===== src/rtl/darkspi_slave_if.sv =====
// ============================================================================
// darkspi_slave_if : SPI pins plus TX/RX valid-ready ports of darkspi_slave
// Rev 1.0
// ============================================================================
`default_nettype none

interface darkspi_slave_if #(
  parameter int WIDTH = 8
) ();

  logic             spi_sck;
  logic             spi_csn;
  logic             spi_mosi;
  logic             spi_miso;
  logic             spi_miso_oe;
  logic [WIDTH-1:0] tx_data;
  logic             tx_valid;
  logic             tx_ready;
  logic [WIDTH-1:0] rx_data;
  logic             rx_valid;
  logic             rx_ready;
  logic             overrun;
  logic             busy;

  modport slave (
    input  spi_sck, spi_csn, spi_mosi, tx_data, tx_valid, rx_ready,
    output spi_miso, spi_miso_oe, tx_ready, rx_data, rx_valid, overrun, busy
  );

  modport master (
    output spi_sck, spi_csn, spi_mosi, tx_data, tx_valid, rx_ready,
    input  spi_miso, spi_miso_oe, tx_ready, rx_data, rx_valid, overrun, busy
  );

endinterface

`default_nettype wire


===== src/rtl/darkspi_slave.sv =====
// ============================================================================
// darkspi_slave : oversampled SPI mode-0 responder with RX/TX valid-ready ports
// Optional: define SPISLV_LOOPBACK_EN to echo the last received word when the
// TX buffer is empty at a word boundary.
// Rev 1.0
// ============================================================================
`default_nettype none

module darkspi_slave #(
  parameter int               WIDTH = 8,
  parameter logic [WIDTH-1:0] FILL  = WIDTH'(8'hFF),
  parameter int               SYNC  = 2
) (
  input  wire logic        clk,
  input  wire logic        rst_n,
  darkspi_slave_if.slave   bus
);

  localparam int C_CNT_W = $clog2(WIDTH + 1);

  typedef enum logic [0:0] {
    ST_IDLE  = 1'b0,
    ST_SHIFT = 1'b1
  } state_t;

  state_t             r_state;
  logic [SYNC:0]      r_sck_sr;
  logic [SYNC:0]      r_csn_sr;
  logic [SYNC-1:0]    r_mosi_sr;
  logic [C_CNT_W-1:0] r_bitcnt;
  logic [WIDTH-1:0]   r_shift_rx;
  logic [WIDTH-1:0]   r_shift_tx;
  logic               r_miso;
  logic               r_oe;
  logic               r_busy;
  logic [WIDTH-1:0]   r_tx_buf;
  logic               r_tx_full;
  logic [WIDTH-1:0]   r_rx_data;
  logic               r_rx_valid;
  logic               r_overrun;

  logic               w_sck_rise;
  logic               w_sck_fall;
  logic               w_csn_fall;
  logic               w_csn_rise;
  logic               w_mosi;
  logic               w_boundary;
  logic               w_load;
  logic               w_tx_accept;
  logic               w_rx_accept;
  logic [WIDTH-1:0]   w_empty_reply;
  logic [WIDTH-1:0]   w_next_tx;

  // The top flop of each chain is the history bit used for edge detection.
  always_ff @(posedge clk or negedge rst_n) begin
    if (!rst_n) begin
      r_sck_sr  <= '0;
      r_csn_sr  <= '1;
      r_mosi_sr <= '0;
    end else begin
      r_sck_sr  <= {r_sck_sr[SYNC-1:0], bus.spi_sck};
      r_csn_sr  <= {r_csn_sr[SYNC-1:0], bus.spi_csn};
      r_mosi_sr <= {r_mosi_sr[SYNC-2:0], bus.spi_mosi};
    end
  end

  assign w_sck_rise  =  r_sck_sr[SYNC-1] & ~r_sck_sr[SYNC];
  assign w_sck_fall  = ~r_sck_sr[SYNC-1] &  r_sck_sr[SYNC];
  assign w_csn_fall  = ~r_csn_sr[SYNC-1] &  r_csn_sr[SYNC];
  assign w_csn_rise  =  r_csn_sr[SYNC-1] & ~r_csn_sr[SYNC];
  assign w_mosi      =  r_mosi_sr[SYNC-1];

  assign w_tx_accept = bus.tx_valid & ~r_tx_full;
  assign w_rx_accept = r_rx_valid & bus.rx_ready;

  assign w_boundary  = (r_state == ST_SHIFT) & ~w_csn_rise & w_sck_fall &
                       (r_bitcnt == C_CNT_W'(WIDTH));
  assign w_load      = ((r_state == ST_IDLE) & w_csn_fall) | w_boundary;

`ifdef SPISLV_LOOPBACK_EN
  assign w_empty_reply = r_shift_rx;
`else
  assign w_empty_reply = FILL;
`endif

  // CSN fall always replies FILL when empty; only word boundaries may echo.
  assign w_next_tx = r_tx_full  ? r_tx_buf      :
                     w_boundary ? w_empty_reply : FILL;

  always_ff @(posedge clk or negedge rst_n) begin
    if (!rst_n) begin
      r_tx_buf  <= '0;
      r_tx_full <= 1'b0;
    end else if (w_load && r_tx_full) begin
      r_tx_full <= 1'b0;
    end else if (w_tx_accept) begin
      r_tx_buf  <= bus.tx_data;
      r_tx_full <= 1'b1;
    end
  end

  // Acceptance and a new word in the same cycle store the word without overrun.
  always_ff @(posedge clk or negedge rst_n) begin
    if (!rst_n) begin
      r_rx_data  <= '0;
      r_rx_valid <= 1'b0;
      r_overrun  <= 1'b0;
    end else begin
      if (w_rx_accept) begin
        r_rx_valid <= 1'b0;
        r_overrun  <= 1'b0;
      end
      if (w_boundary) begin
        if (!r_rx_valid || w_rx_accept) begin
          r_rx_data  <= r_shift_rx;
          r_rx_valid <= 1'b1;
        end else begin
          r_overrun  <= 1'b1;
        end
      end
    end
  end

  always_ff @(posedge clk or negedge rst_n) begin
    if (!rst_n) begin
      r_state    <= ST_IDLE;
      r_bitcnt   <= '0;
      r_shift_rx <= '0;
      r_shift_tx <= '0;
      r_miso     <= 1'b0;
      r_oe       <= 1'b0;
      r_busy     <= 1'b0;
    end else begin
      case (r_state)
        ST_IDLE: begin
          if (w_csn_fall) begin
            r_state    <= ST_SHIFT;
            r_shift_tx <= w_next_tx;
            r_miso     <= w_next_tx[WIDTH-1];
            r_bitcnt   <= '0;
            r_oe       <= 1'b1;
            r_busy     <= 1'b1;
          end
        end
        ST_SHIFT: begin
          if (w_csn_rise) begin
            r_state  <= ST_IDLE;
            r_bitcnt <= '0;
            r_miso   <= 1'b0;
            r_oe     <= 1'b0;
            r_busy   <= 1'b0;
          end else if (w_sck_rise) begin
            r_shift_rx <= {r_shift_rx[WIDTH-2:0], w_mosi};
            r_bitcnt   <= r_bitcnt + 1'b1;
          end else if (w_sck_fall) begin
            if (w_boundary) begin
              r_shift_tx <= w_next_tx;
              r_miso     <= w_next_tx[WIDTH-1];
              r_bitcnt   <= '0;
            end else begin
              r_shift_tx <= {r_shift_tx[WIDTH-2:0], 1'b0};
              r_miso     <= r_shift_tx[WIDTH-2];
            end
          end
        end
        default: r_state <= ST_IDLE;
      endcase
    end
  end

  assign bus.spi_miso    = r_miso;
  assign bus.spi_miso_oe = r_oe;
  assign bus.busy        = r_busy;
  assign bus.tx_ready    = ~r_tx_full;
  assign bus.rx_data     = r_rx_data;
  assign bus.rx_valid    = r_rx_valid;
  assign bus.overrun     = r_overrun;

endmodule

`default_nettype wire


===== src/flat_wrapper.sv =====
// flat-port wrapper written by rule: the top's interface ports become plain ports
module darkspi_slave_flat 
#(
  parameter int               WIDTH = 8,
  parameter logic [WIDTH-1:0] FILL  = WIDTH'(8'hFF),
  parameter int               SYNC  = 2
)
  (clk, rst_n, bus_spi_sck, bus_spi_csn, bus_spi_mosi, bus_tx_data, bus_tx_valid, bus_rx_ready, bus_spi_miso, bus_spi_miso_oe, bus_tx_ready, bus_rx_data, bus_rx_valid, bus_overrun, bus_busy);
  darkspi_slave_if #(.WIDTH(WIDTH)) bus_i ();
  input  wire logic clk;
  input  wire logic rst_n;
  input wire logic [$bits(bus_i.spi_sck)-1:0] bus_spi_sck;
  input wire logic [$bits(bus_i.spi_csn)-1:0] bus_spi_csn;
  input wire logic [$bits(bus_i.spi_mosi)-1:0] bus_spi_mosi;
  input wire logic [$bits(bus_i.tx_data)-1:0] bus_tx_data;
  input wire logic [$bits(bus_i.tx_valid)-1:0] bus_tx_valid;
  input wire logic [$bits(bus_i.rx_ready)-1:0] bus_rx_ready;
  output wire logic [$bits(bus_i.spi_miso)-1:0] bus_spi_miso;
  output wire logic [$bits(bus_i.spi_miso_oe)-1:0] bus_spi_miso_oe;
  output wire logic [$bits(bus_i.tx_ready)-1:0] bus_tx_ready;
  output wire logic [$bits(bus_i.rx_data)-1:0] bus_rx_data;
  output wire logic [$bits(bus_i.rx_valid)-1:0] bus_rx_valid;
  output wire logic [$bits(bus_i.overrun)-1:0] bus_overrun;
  output wire logic [$bits(bus_i.busy)-1:0] bus_busy;
  assign bus_i.spi_sck = bus_spi_sck;
  assign bus_i.spi_csn = bus_spi_csn;
  assign bus_i.spi_mosi = bus_spi_mosi;
  assign bus_i.tx_data = bus_tx_data;
  assign bus_i.tx_valid = bus_tx_valid;
  assign bus_i.rx_ready = bus_rx_ready;
  assign bus_spi_miso = bus_i.spi_miso;
  assign bus_spi_miso_oe = bus_i.spi_miso_oe;
  assign bus_tx_ready = bus_i.tx_ready;
  assign bus_rx_data = bus_i.rx_data;
  assign bus_rx_valid = bus_i.rx_valid;
  assign bus_overrun = bus_i.overrun;
  assign bus_busy = bus_i.busy;
  darkspi_slave #(.WIDTH(WIDTH), .FILL(FILL), .SYNC(SYNC)) u_core (.clk(clk), .rst_n(rst_n), .bus(bus_i));
endmodule

===== config.mk =====
export PLATFORM = sky130hd
export DESIGN_NAME = darkspi_slave_flat
export DESIGN_NICKNAME = d
export VERILOG_FILES = /design/src/rtl/darkspi_slave_if.sv /design/src/rtl/darkspi_slave.sv /design/src/flat_wrapper.sv
export SDC_FILE = /design/constraint.sdc
export NUM_CORES = 1
export LEC_CHECK = 0
export CORE_AREA = 2 2 94 78
export CTS_BUF_LIST = sky130_fd_sc_hd__clkbuf_16
export CTS_CLUSTER_SIZE = 14
export DETAILED_ROUTE_END_ITERATION = 7
export DIE_AREA = 0 0 96 80
export GPL_TIMING_DRIVEN = 0
export MAX_ROUTING_LAYER = met4
export PLACE_DENSITY_LB_ADDON = 0.12
export SLEW_MARGIN = 10
export SYNTH_ARGS = -nofsm -noshare
export SYNTH_HDL_FRONTEND = slang
export SYNTH_SLANG_ARGS = --single-unit

===== constraint.sdc =====
create_clock -name clk -period 2.3 [get_ports clk]
set_clock_uncertainty 0.15 [all_clocks]
set_input_delay 0.46 -clock clk [delete_from_list [all_inputs] [get_ports clk]]
set_output_delay 0.46 -clock clk [all_outputs]
set_load 0.005 [all_outputs]

# After elaboration in Yosys (flattened, before gate mapping)
# Cells that the tools add are included.
[op_classes] add_sub_neg=1 eq_ne=10 muxes=33 bitwise=19 n_reduce_logical=11
[op_table] cell="$mux 7" count=5
[op_table] cell="$mux 4" count=5
[op_table] cell="$mux 1" count=17
[op_table] cell="$pmux 7 s2" count=1
[op_table] cell="$and 1x1->1" count=10
[op_table] cell="$reduce_and 3->1" count=3
[op_table] cell="$mux 8" count=1
[op_table] cell="$ne 2x2->1 const B" count=4
[op_table] cell="$ne 4x4->1 const B" count=2
[op_table] cell="$not 1->1" count=8
[op_table] cell="$pmux 4 s2" count=1
[op_table] cell="$ne 3x3->1 const B" count=2
[op_table] cell="$pmux 1 s2" count=3
[op_table] cell="$reduce_and 2->1" count=3
[op_table] cell="$add 4x1->4 const B" count=1
[op_table] cell="$eq 4x4->1 const B" count=1
[op_table] cell="$reduce_and 4->1" count=1
[op_table] cell="$ne 2x1->1 const B" count=1
[op_table] cell="$reduce_bool 2->1" count=1
[op_table] cell="$logic_and 1x1->1" count=1
[op_table] cell="$logic_not 1->1" count=1
[op_table] cell="$logic_or 1x1->1" count=1
[op_table] cell="$or 1x1->1" count=1
[totals] ff_bits=49 inputBits=15 wordCells=88

# Depth between registers and ports, before layout
# Gate-level depths: netlist of the first run.
[logic_depth] ltp_word=11 ltp_mapped=7 ltp_nobuf=6

# Least setup slack after synthesis of the first run
# OpenSTA, ideal clock, no wires.
[synth_path] kind="reg-to-reg" start="register u_core.r_bitcnt[0]" end="register u_core.r_rx_data[0], in the netlist u_core.bus.rx_data[0]" t_arrival_ns=1.513 t_required_ns=2.025 slack_ns=0.512 path_stages_with_launch=7 n_path_buf=0 synth_period_minus_slack_ns=1.788 cell_sequence="dfrtp_1 -> inv_1 -> ha_1 -> and3b_2 -> nand4_4 -> a21oi_4 -> mux2_2"
[synth_between] elab_chain_cells=3
[synth_rtl] item="start, declared" line="darkspi_slave.sv:30" rtl="logic [C_CNT_W-1:0] r_bitcnt;"
[synth_rtl] item="start signal, assigned" line="darkspi_slave.sv:154" rtl="r_bitcnt <= r_bitcnt + 1'b1;"
[synth_rtl] item="$eq 4x4->1" line="darkspi_slave.sv:77" rtl="(r_bitcnt == C_CNT_W'(WIDTH));"
[synth_rtl] item="$and 1x1->1" line="darkspi_slave.sv:76" rtl="assign w_boundary = (r_state == ST_SHIFT) & ~w_csn_rise & w_sck_fall &"
[synth_rtl] item="$reduce_and 2->1 (no line)"
[synth_rtl] item="end signal, assigned" line="darkspi_slave.sv:115" rtl="r_rx_data <= r_shift_rx;"
[synth_rtl] item="end, declared" line="darkspi_slave.sv:38" rtl="logic [WIDTH-1:0] r_rx_data;"
# No other way between the ends.
# A chain may end at the register's enable or synchronous reset.

# Worst setup path in the final report of the first run
[layout_path] start="register u_core.r_tx_full" end="output port bus_tx_ready"
[layout_between] elab_chain_cells=1
[layout_rtl] item="start, declared" line="darkspi_slave.sv:37" rtl="logic r_tx_full;"
[layout_rtl] item="start signal, assigned" line="darkspi_slave.sv:93" rtl="r_tx_full <= 1'b0;"
[layout_rtl] item="start signal, assigned" line="darkspi_slave.sv:95" rtl="r_tx_full <= 1'b0;"
[layout_rtl] item="start signal, assigned" line="darkspi_slave.sv:98" rtl="r_tx_full <= 1'b1;"
[layout_rtl] item="$not 1->1" line="darkspi_slave.sv:174" rtl="assign bus.tx_ready = ~r_tx_full;"
[layout_rtl] item="end, declared" line="flat_wrapper.sv:20" rtl="output wire logic [$bits(bus_i.tx_ready)-1:0] bus_tx_ready;"
# No other way between the ends.

==> flow_summary.yaml, run 1 <==
die:
  die_y_um: 80
  design.portCount: 29
  dieArea_mm2: 0.00768
  core-area_mm2: 0.00672
  dieWidth_um: 96
  num_rows: 27
  start_util: 0.312
global_route:
  grt_max_degree: 39
  grt_antenna_before_repair: 0
  grt_pass1_wl_mm: 6.87
  grtUsageMet2: 0.179
  met3_usage: 0.0425
  top_usage_layer: "met2"
  met1_usage: 0.161
  grt_pass1_vias: 1403
  grt_overflow: 0
  grt_use_total: 0.122
timing:
  hold_viol: 0
  period_share: 0.904
  slew_viol_final: 0
  worstMarginPinSlew_ns: 0.488
  fin_crit_ns: 2.08
  finalSetupTns_ns: 0
  grt_setup_unrepaired: "no"
  fin_ws_ns: 0.220
  relSlewSlack: 0.675
  finalSetupViolCount: 0
  max_freq_mhz: 481
power_and_ir_drop:
  share_comb_of_total_power: 0.192
  leakagePower_nw: 1.14
  p_per_area_mw_per_mm2: 917
  power_frac_seq: 0.496
  p_sw_w: 0.000688
  cell_internal_pwr_w: 0.00176
  worst_ir_drop_vdd_uv: 374
  swShare: 0.281
  clock_power_share: 0.312
placed_design:
  placed_cells: 279
  place_congestion: 0.790
  dp_slack_ns: 0.161
  numPortBuffers: 28
  place_area_mm2: 0.00250
  dp_hpwl_mm: 2.95
synthesis:
  synth.area.top_cells: "dfrtp_1, mux2_2, dfstp_2, o21ai_1, nor3b_1"
  synth_seq_area_share: 0.586
  yosys.area.top_type_share: 0.548
  netlist_instances: 163
  syn_area_mm2: 0.00210
  syn_avg_cell_area_um2: 12.9
  synth_fp_nets: 180
  ys_warn_count: 0
  ys_types: 43
  synth_top_area_cell: "dfrtp_1"
  synth-seq-cells: 49
clock_network:
  cts_root_buf: "clkbuf_16"
  clkLatencyLatePin_ns: 0.29
  cts_max_path_buffers: 2
  clkTransAtPathRegs_ns: 0.07
  cts_tree: "done"
  cts_buffers: 5
  cts.sinks: 49
  cts_setup_buffers: 0
  cts_resized: 0
  htreeDepth: 2
  hold_buffers: 1
detailed_routing:
  routed_wl_mm: 4.01
  via_count: 1321
  antenna_left: 0
  drt_iter0_drc: 90
  drc_errors: 0
  wl_per_cell_um: 13.9
  routed_via_density: 4.59
  first_pass_iters: 4
cells_and_area:
  instances_no_fill: 288
  drive_gt1_frac: 0.234
  fin_area_mm2: 0.00267
  finalNetCount: 217
  fillers: 662
  ff_latch_area_mm2: 0.00123
  num_antenna_cells: 0
  area_growth_syn_to_layout_pct: 27.1
  multi_input_comb_area_um2: 810
flow_run:
  drv_cap: 0
worst_setup_path:
  crit_type: "reg2out"
  cp.arrival_ns: 1.47
  start_kind: "register"
  crit_path_max_fanout: 9
  cp.required_ns: 1.69
  end_kind: "output pin"
worst_hold_path:
  hold_class: "reg2reg"
run_status:
  status: "complete, no violations"
[worst paths after layout]
path / startpoint / end / slack (ns) / cells after the start
worst max-delay path: u_core.r_tx_full / bus_tx_ready / 0.22 / 2
max in group asynchronous: rst_n / u_core.r_csn_sr[0] / 1.01 / 3
min in group asynchronous: rst_n / u_core.r_bitcnt[0] / 0.44 / 2
worst min-delay path: u_core.r_sck_sr[0] / u_core.r_sck_sr[1] / 0.21 / 0
worst max register to register: u_core.r_bitcnt[0] / u_core.r_shift_tx[4] / 0.32 / 7
worst min register to register: u_core.r_sck_sr[0] / u_core.r_sck_sr[1] / 0.21 / 0
[Yosys cell counts]
| cell type | instances |
|---|---|
| a211oi_1 | 1 |
| a21oi_1 | 3 |
| a21oi_4 | 1 |
| a22o_1 | 2 |
| a2bb2oi_1 | 2 |
| a31oi_1 | 1 |
| and2b_1 | 1 |
| and2b_4 | 1 |
| and3b_2 | 1 |
| buf_4 | 2 |
| buf_6 | 1 |
| clkbuf_1 | 1 |
| clkinv_1 | 1 |
| dfrtp_1 | 46 |
| dfstp_2 | 3 |
| ha_1 | 2 |
| inv_1 | 7 |
| mux2_1 | 2 |
| mux2_2 | 23 |
| nand2_1 | 9 |
| nand2b_1 | 1 |
| nand2b_2 | 1 |
| nand3_1 | 1 |
| nand3_2 | 1 |
| nand3b_1 | 1 |
| nand4_4 | 1 |
| nand4bb_1 | 1 |
| nor2_1 | 5 |
| nor2b_1 | 3 |
| nor3_1 | 3 |
| nor3b_1 | 6 |
| o211a_1 | 1 |
| o211ai_2 | 1 |
| o21a_1 | 1 |
| o21ai_0 | 7 |
| o21ai_1 | 12 |
| o21bai_1 | 1 |
| o22ai_1 | 1 |
| o31ai_1 | 1 |
| o31ai_4 | 1 |
| or3b_1 | 1 |
| xnor2_1 | 1 |
| xor2_1 | 1 |
[registers in the layout (all words and copies together) (netlist names)]
| name | count |
|---|---|
| u_core.r_state | 1 |
| u_core.r_csn_sr | 3 |
| u_core.r_tx_buf | 8 |
| u_core.r_tx_full | 1 |
| u_core.r_bitcnt | 4 |
| u_core.bus.overrun | 1 |
| u_core.bus.rx_valid | 1 |
| u_core.bus.spi_miso_oe | 1 |
| u_core.r_mosi_sr | 2 |
| u_core.r_sck_sr | 3 |
| u_core.r_shift_tx | 7 |
| u_core.r_shift_rx | 8 |
| u_core.bus.spi_miso | 1 |
| u_core.bus.rx_data | 8 |
[metrics by stage]
stage               hold slack [ns]  power [W]   util
floorplan                    0.0144    0.00151      -
global placement              0.186    0.00168  0.370
detailed placement            0.186    0.00171  0.372
CTS                           0.207    0.00249  0.397
global route                  0.212    0.00261  0.397
finish                        0.205    0.00245  0.397
[area by class of cell]
type | count | share of cell area
clock buffer | 5 | 0.0469
buffer | 4 | 0.0113
multi-input combinational | 102 | 0.303
inverter | 8 | 0.0113
tap | 87 | 0.0408
sequential | 49 | 0.461
clock inverter | 3 | 0.0108
timing repair buffer | 30 | 0.114
[logic make-up after synthesis]
group	synth area share
adder cells (fa/ha/maj)	0.0119
AO/OA/AOI/OAI	0.118
AND/OR/NAND/NOR	0.113
flip-flops	0.586
XOR/XNOR	0.00834
multiplexers	0.134
buffers and inverters	0.0286
[per-layer routing]
metal,vias to the layer above,routed length (um),share of wire
met3,2,111,0.028
met1,656,1940,0.48
met2,18,1930,0.48
li1,645,-,-
met4,0,21,0.0052
met5,-,0,0
[power by group through the flow]
stage,Sequential [W],Clock (W),Combinational (W)
2_1_floorplan,0.00118,0,0.000327
3_3_place_gp,0.00122,0,0.000455
3_5_place_dp,0.00124,0,0.000477
4_1_cts,0.00122,0.000787,0.000482
5_1_grt,0.00125,0.000833,0.000532
6_report,0.00121,0.000763,0.000471
[layout by cell type (no fill, tap or decap), types with 5 or more instances in the layout]
master	count
clkbuf_16	5
clkdlybuf4s50_1	27
dfrtp_1	46
inv_1	7
mux2_2	23
nand2_1	9
nor2_1	5
nor3b_1	6
o21ai_0	7
o21ai_1	12
[worst max-delay path, stage by stage (launching register included)]
cell             delay [ns]
dfrtp_1                0.39
clkinv_1               0.25
clkdlybuf4s50_1        0.54
Note: power is estimated with default switching activity, not from simulation.
==> run 2, diff against run 1 <==
- CORE_AREA: 2 2 94 78 -> 2 2 90 75
- DIE_AREA: 0 0 96 80 -> 0 0 92 77
==> run 2 against run 1 <==
Utilization increased by 3.4 points. Die area decreased by 7.8%. Flip-flop and latch count unchanged. Non-clock buffer count unchanged. Final area decreased by 0.28%. Critical endpoint unchanged.
==> flow_summary.yaml, run 2 (synthesized netlist as in run 1, its figures left out) <==
run_status:
  status: "complete, no violations"
timing:
  hold_viol: 0
  slew_viol_final: 0
  finalSetupViolCount: 0
  grt_setup_unrepaired: "no"
  worstMarginPinSlew_ns: 0.502
  finalSetupTns_ns: 0
  relSlewSlack: 0.665
  period_share: 0.898
  fin_crit_ns: 2.07
  max_freq_mhz: 484
power_and_ir_drop:
  p_sw_w: 0.000668
  clock_power_share: 0.304
  leakagePower_nw: 1.14
  worst_ir_drop_vdd_uv: 370
  p_total_w: 0.00242
  power_frac_seq: 0.502
  share_comb_of_total_power: 0.194
  cell_internal_pwr_w: 0.00175
  swShare: 0.276
  p_per_area_mw_per_mm2: 910
global_route:
  grt_antenna_before_repair: 0
  grt_max_degree: 37
  grt_use_total: 0.123
  grt_pass1_wl_mm: 6.82
  grt_overflow: 0
  grt_pass1_vias: 1452
detailed_routing:
  drc_errors: 0
  routed_via_density: 4.55
  routed_wl_mm: 3.83
  via_count: 1297
  first_pass_iters: 4
  wl_per_cell_um: 13.4
  drt_iter0_drc: 67
  antenna_left: 0
worst_setup_path:
  crit_chain: "clkinv_1 > clkdlybuf4s50_1"
  crit_path_max_fanout: 9
  critPathSlowestCell: "clkdlybuf4s50_1"
  cp.arrival_ns: 1.46
  slowest_delay_ns: 0.52
  crit_type: "reg2out"
  end_kind: "output pin"
  path_delay_family: "buffers and inverters"
  start_kind: "register"
  cp.required_ns: 1.69
  path_buf_inv: 2
cells_and_area:
  drive_gt1_frac: 0.234
  layout_common_cells: "dfrtp_1, clkdlybuf4s50_1, mux2_2, o21ai_1, nand2_1"
  finalNetCount: 217
  area_growth_syn_to_layout_pct: 26.7
  finish.utilization: 0.430
  instances_no_fill: 285
  final_common_cell: "dfrtp_1"
  num_antenna_cells: 0
die:
  design.portCount: 29
  die_y_um: 77
  dieWidth_um: 92
  num_rows: 26
  start_util: 0.340
  core-area_mm2: 0.00618
  dieArea_mm2: 0.00708
placed_design:
  dp_hpwl_mm: 2.81
  place_congestion: 0.832
  numPortBuffers: 28
  placed_cells: 276
clock_network:
  cts_setup_buffers: 0
  cts_root_buf: "clkbuf_16"
  clkLatencyLatePin_ns: 0.28
  cts_max_path_buffers: 2
  clkTransAtPathRegs_ns: 0.07
  cts_tree: "done"
  cts_buffers: 5
  htreeDepth: 2
  cts.sinks: 49
worst_hold_path:
  hold_class: "reg2reg"
flow_run:
  drv_cap: 0
==> run 2: changes by cell type in the layout (fill, tap and decap cells not counted) <==
cell,previous run,this run
clkinv_4,1,0
clkinvlp_4,0,1
inv_6,1,2
inv_8,1,0
==> run 2: routing by layer <==
| layer | track usage | share of wire |
|---|---|---|
| met1 | 0.170 | 0.52 |
| met2 | 0.182 | 0.44 |
| met3 | 0.0305 | 0.030 |
| met4 | 0.0358 | 0.0065 |
| met5 | - | 0 |
==> run 2: path summary, 6_finish.rpt <==
kind,startpoint,end,slack [ns],depth (start not counted)
min reg2reg,u_core.r_mosi_sr[0],u_core.r_mosi_sr[1],0.20,0
min in group asynchronous,rst_n,u_core.r_bitcnt[3],0.47,2
min,u_core.r_mosi_sr[0],u_core.r_mosi_sr[1],0.20,0
max in group asynchronous,rst_n,u_core.r_csn_sr[0],0.97,3
max reg2reg,u_core.r_bitcnt[0],u_core.r_shift_tx[5],0.32,7
max,u_core.r_tx_full,bus_tx_ready,0.23,2
==> run 2: timing repair <==
item,4_1_cts,5_1_grt
endpoints found under the hold margin,12,0
gates resized for setup,0,0
setup endpoints to repair,0,0
hold buffers,1,0
==> run 2: area by class of cell <==
| class | count | area, um^2 |
|---|---|---|
| multi-input cells | 102 | 810 |
| well taps | 84 | 105 |
| fillers | 587 | 3520 |
| inverters | 8 | 30.0 |
| repair buffers | 30 | 305 |
| plain buffers | 4 | 30.0 |
| clock inverters | 3 | 25.0 |
| clock buffers | 5 | 125 |
| flip-flops and latches | 49 | 1230 |
==> run 2: power by group through the flow <==
stage          clock network, W  logic (W)  registers, W
3_5_place_dp                  0   0.000476       0.00123
3_3_place_gp                  0   0.000455       0.00122
6_report               0.000736   0.000470       0.00121
5_1_grt                0.000808   0.000536       0.00124
4_1_cts                0.000761   0.000481       0.00122
2_1_floorplan                 0   0.000327       0.00118
==> run 2: stage by stage <==
step           setup WS [ns]  hold slack, ns  area (um^2)
6_report               0.234           0.201         2660
5_1_grt                0.145           0.210         2660
3_3_place_gp          -0.777           0.183         2480
4_1_cts                0.220           0.202         2660
3_5_place_dp           0.200           0.186         2500
2_1_floorplan          0.512          0.0144         2100
